## src/rtl/fetch_seq_ctrl.sv

```systemverilog
// Instruction-fetch sequencer: PC advance, next-PC source arbitration, one-entry redirect buffer, imem timeout.
// Optional performance counters are compiled in when FETCH_PERF_CNT_EN is defined.
module fetch_seq_ctrl #(
  parameter int TIMEOUT_CYCLES = 64,
  parameter int CNT_W          = 8
) (
  input  logic       clk,
  input  logic       rst_n,
  input  logic       stall_i,
  input  logic       br_req,
  input  logic       j_req,
  input  logic       jr_req,
  input  logic       ex_req,
  input  logic       imem_ack,
  output logic       imem_req,
  output logic       pc_en,
  output logic [2:0] pc_src,
  output logic       br_cond,
  output logic       instr_valid,
  output logic       pend_valid,
  output logic       fetch_err
`ifdef FETCH_PERF_CNT_EN
  ,
  output logic [31:0] perf_stall_cnt,
  output logic [31:0] perf_redir_cnt
`endif
);

  typedef enum logic [1:0] {BOOT, FETCH, HOLD} state_t;

  // Source codes are numbered in priority order, so a larger code always wins.
  localparam logic [2:0] SRC_SEQ = 3'b000;
  localparam logic [2:0] SRC_BR  = 3'b001;
  localparam logic [2:0] SRC_J   = 3'b010;
  localparam logic [2:0] SRC_JR  = 3'b011;
  localparam logic [2:0] SRC_EX  = 3'b100;

  localparam logic [CNT_W-1:0] CNT_LAST = CNT_W'(TIMEOUT_CYCLES - 1);

  state_t           state;
  logic [2:0]       pend_src;
  logic [CNT_W-1:0] to_cnt;
  logic [2:0]       live_src;
  logic             live_any;
  logic [2:0]       sel_src;

  // NOTE: every signal assigned in always_comb gets a default first, so no path can infer a latch.
  always_comb begin
    live_src = SRC_SEQ;
    if (br_req) live_src = SRC_BR;
    if (j_req)  live_src = SRC_J;
    if (jr_req) live_src = SRC_JR;
    if (ex_req) live_src = SRC_EX;
    live_any = br_req | j_req | jr_req | ex_req;

    if (live_any)        sel_src = live_src;
    else if (pend_valid) sel_src = pend_src;
    else                 sel_src = SRC_SEQ;
  end

  always_comb begin
    imem_req    = (state == FETCH);
    instr_valid = (state == FETCH) && imem_ack;
    pc_en       = ((state == FETCH) && imem_ack && !stall_i) ||
                  ((state == HOLD) && !stall_i);
    pc_src      = pc_en ? sel_src : SRC_SEQ;
    br_cond     = pc_en && (sel_src == SRC_EX);
  end

  // NOTE: sequential state uses non-blocking assignments so every register samples pre-edge values.
  always_ff @(posedge clk or negedge rst_n) begin
    if (!rst_n) begin
      state      <= BOOT;
      pend_valid <= 1'b0;
      pend_src   <= SRC_SEQ;
      to_cnt     <= '0;
      fetch_err  <= 1'b0;
    end else begin
      case (state)
        BOOT:    state <= FETCH;
        FETCH:   if (imem_ack && stall_i) state <= HOLD;
        HOLD:    if (!stall_i) state <= FETCH;
        default: state <= BOOT;
      endcase

      // Any PC load consumes the entry: either it is the winner or a live request outranks it.
      if (pc_en) begin
        pend_valid <= 1'b0;
        pend_src   <= SRC_SEQ;
      end else if (live_any && (!pend_valid || (live_src > pend_src))) begin
        pend_valid <= 1'b1;
        pend_src   <= live_src;
      end

      if ((state == FETCH) && !imem_ack) begin
        if (to_cnt != CNT_LAST) to_cnt <= to_cnt + 1'b1;
        else                    fetch_err <= 1'b1;
      end else begin
        to_cnt <= '0;
      end
    end
  end

`ifdef FETCH_PERF_CNT_EN
  always_ff @(posedge clk or negedge rst_n) begin
    if (!rst_n) begin
      perf_stall_cnt <= '0;
      perf_redir_cnt <= '0;
    end else begin
      if ((state == HOLD) || ((state == FETCH) && !imem_ack))
        perf_stall_cnt <= perf_stall_cnt + 32'd1;
      if (pc_en && (pc_src != SRC_SEQ))
        perf_redir_cnt <= perf_redir_cnt + 32'd1;
    end
  end
`endif

endmodule

```

## config.mk

```make
export PLATFORM = sky130hd
export DESIGN_NAME = fetch_seq_ctrl
export DESIGN_NICKNAME = d
export VERILOG_FILES = /design/src/rtl/fetch_seq_ctrl.sv
export SDC_FILE = /design/constraint.sdc
export NUM_CORES = 1
export LEC_CHECK = 0
export ABC_AREA = 1
export CAP_MARGIN = 20
export CELL_PAD_IN_SITES_DETAIL_PLACEMENT = 1
export CELL_PAD_IN_SITES_GLOBAL_PLACEMENT = 1
export CORE_MARGIN = 3
export CORE_UTILIZATION = 35
export CTS_BUF_LIST = sky130_fd_sc_hd__clkbuf_8
export DETAILED_ROUTE_END_ITERATION = 7
export PLACE_DENSITY_LB_ADDON = 0.1
export SLEW_MARGIN = 10
export SYNTH_ARGS = -nofsm -noshare
export SYNTH_HDL_FRONTEND = slang
export SYNTH_SLANG_ARGS = --single-unit
```

## constraint.sdc

```tcl
create_clock -name clk -period 1.3 [get_ports clk]
set_input_delay 0.13 -clock clk [delete_from_list [all_inputs] [get_ports clk]]
set_output_delay 0.13 -clock clk [all_outputs]
set_load 0.1 [all_outputs]
```

==> key figures, run 1 <==
Detailed routing
  – Post-route ant nets: 0
  – WL/cell: 24.7 um
  – Remaining DRCs: 0
  – Met2 WL: 2720 um
  – Routed vias/inst: 5.45
  – Metal-1 WL: 2030 um
  – WL met3: 219 um
  – Initial DRT Pass Iterations: 4
  – Post-Route WL: 5240 um
  – Initial drt markers: 51
  – Vias: 1,156
  – Top sig layer: met4

Synthesis
  – Post-synth cell types: 24
  – Mapped Avg Cell Area: 7.63 sq um
  – Seq/Total Area, Yosys: 40.3%
  – Mapped Cells: 122
  – Synth Register Bits: 15
  – Post-Syn Nets: 133
  – Top_reg_cell synth: dfrtp_1
  – Cell taking the most area after synthesis: dfrtp_1
  – Count leader, synth: inv_1
  – EDFF count, synth: 0
  – Mapped Area: 931 sq um
  – Async SR Flop Fraction: 100%
  – Synth cell count leaders: inv_1 (23), nand2_1 (22), dfrtp_1 (15)
  – Yosys warnings: 0
  – Largest cells by area after synthesis: dfrtp_1 (40%), inv_1 (9.3%), nand2_1 (8.9%)
  – Yosys top cell area share: 40.3%

Global route
  – Number of global-route vias before repair: 1,264
  – Initial antenna violation count: 0
  – First-pass GRT wire length: 6500 um
  – Largest net degree at the start of global routing: 16
  – GRT overflow: 0
  – GRT Overall Usage: 26.6%

Worst setup path
  – CP Capture Type: primary output
  – Worst EP required: 1.17 ns
  – Critical path fanouts, max: 3
  – Startpoint types: flip-flop
  – Crit Path Class: reg2out
  – Crit path DAT: 1.62 ns

Run status
  – Failing checks: setup timing
  – Outcome: complete, but fails checks

Final layout
  – N_diodes: 0
  – Nets@finish: 194
  – Fin cells: 212
  – Layout cell share with drive strength beyond 1: 64.8%
  – Area grow syn2layout: 95.6%

Timing
  – Fin crit period: 1.75 ns
  – Max-slew violations: 0
  – Slew headroom: 81.2%
  – Worst-Margin Slew: 0.281 ns
  – Final Setup Violations: 20
  – Final hold vios: 0
  – Period utilization: 134%
  – Setup ws final: -0.448 ns
  – Max Freq: 572 MHz
  – Unrepaired setup endpoints after global routing: true
  – Hold slack: 0.215 ns
  – Clock Skews: 0.0119 ns

Clocking
  – TritonCTS Buffers: 3
  – TritonCTS clock tree: done
  – # clock sinks: 15
  – Clock buffer depth: 2
  – H-tree depth: 1
  – Root buffer cell: clkbuf_8
  – Clk slew on worst S/H paths: 0.08 ns
  – Worst skew pair latency: 0.27 ns

Power
  – Share of total power in sequential cells: 26.9%
  – NetSw: 1.05 mW
  – Pleak: 0.830 nW
  – Max VDD drop: 0.00106 V
  – Pint: 1.25 mW
  – Gate power share: 54.7%
  – Cell area power density: 1270 nW/um^2
  – Sw Share: 45.7%
  – Clk pwr share: 18.4%

Die
  – Die area: 3310 sq um
  – Core Box Area: 2500 sq um
  – IO Pins: 17
  – Height of the die: 57.6 um
  – Die Wd: 57.6 um
  – Rows: 18
  – Initial Utilization: 37.2%

Placed design
  – Pre-CTS setup slack: -0.629 ns
  – Placed insts: 193
  – IO buf count: 16
  – Post-DP HPWL: 2360 um
  – Routability cong.: 0.842

Run
  – Max_cap viols: 0

Worst hold path
  – Worst hold path class: in2async
[layout make-up]
type / instances / area, sq um
multi-input cells: 81 / 687
flip-flops and latches: 15 / 378
well taps: 30 / 37.5
inverters: 26 / 109
clock inverters: 1 / 3.75
repair buffers: 56 / 564
fillers: 267 / 679
clock buffers: 3 / 41.3
[flip-flops by register name, summed over array words and instances (netlist names)]
register,count
pend_valid,1
to_cnt,8
fetch_err,1
state,2
pend_src,3
[stage by stage]
| stage | power, mW | area (sq um) | TNS, ns | utilization [%] |
|---|---|---|---|---|
| finish | 2.31 | 1820 | -6.16 | 72.8 |
| global route | 2.38 | 1820 | -7.34 | 72.8 |
| global placement | 1.41 | 1460 | -2.88 | 58.3 |
| CTS | 2.02 | 1680 | -2.84 | 67.3 |
| detailed placement | 1.47 | 1460 | -4.03 | 58.3 |
| floorplan | 1.09 | 982 | -6.65 | - |
[critical path, stage by stage (launching register included)]
cell      delay, ns
dfrtp_1        0.40
nand2_2        0.11
inv_2          0.06
nor2_4         0.12
inv_2          0.06
nor2_4         0.18
clkinv_4       0.10
nor2_4         0.14
buf_12         0.18
[timing repair]
action,in CTS,in global routing
gates resized for setup,41,27
pin swaps,13,17
hold buffers,0,0
endpoints found under the hold margin,0,0
setup endpoints to repair,15,20
cloned,0,0
setup buffers,8,10
[cell families (layout without fill, tap and decap cells)]
logic type                 count (synthesis)  in the layout  share of synthesized area [%]
xor gates and xnor gates                   3              3                           2.82
AOI/OAI and AO/OA                         12             12                           7.93
buffers and inverters                     26             86                           10.5
and+or+nand+nor                           63             63                           34.4
DFF                                       15             15                           40.3
adders and majority gates                  3              3                           4.03
[power groups by stage]
| stage | combinational, mW | clock (mW) | sequential (mW) |
|---|---|---|---|
| final | 1.26 | 0.424 | 0.621 |
| after global routing | 1.31 | 0.440 | 0.625 |
| after global placement | 0.819 | 0 | 0.592 |
| after detailed placement | 0.874 | 0 | 0.597 |
| after floorplan | 0.464 | 0 | 0.621 |
| after CTS | 1.04 | 0.380 | 0.604 |
[path summary, 6_finish.rpt]
check / depth (start not counted) / endpoint / from / slack (ns)
max: 8 / pc_src[1] / state[1] / -0.45
min: 2 / to_cnt[4] / rst_n / 0.22
max reg2reg: 9 / to_cnt[2] / state[1] / -0.35
min reg2reg: 2 / to_cnt[0] / to_cnt[0] / 0.58
max in group asynchronous: 2 / pend_valid / rst_n / 0.87
min in group clk: 4 / pend_src[2] / ex_req / 0.45
[layout by cell type (no fill, tap or decap), types with 5 or more instances in the layout]
cell type | Yosys | layout
buf_4 | 0 | 34
buf_6 | 0 | 6
nand3_1 | 12 | 6
nand2_2 | 3 | 9
dfrtp_1 | 15 | 13
buf_12 | 0 | 9
nand2_1 | 22 | 12
nand2_4 | 2 | 6
inv_2 | 2 | 9
nor2_4 | 2 | 14
nand3_2 | 0 | 5
inv_1 | 23 | 15
[routing by layer]
metal  vias to the layer above  global-route usage (%)
li1                        501                       -
met1                       576                    29.6
met2                        49                    49.5
met3                        30                    6.11
met4                         0                    7.62
met5                         -                       0
(Power assumes the default switching activity.)
==> run 2, diff against run 1 <==
CAP_MARGIN = unset   (was 20)
==> results of run 2 <==
No change in the layout: final DEF, timing and power equal those of run 1.
==> run 3, diff against run 2 <==
CTS_CLUSTER_SIZE = 14   (was unset)
==> results of run 3 <==
No change in the layout: final DEF, timing and power equal those of run 1.
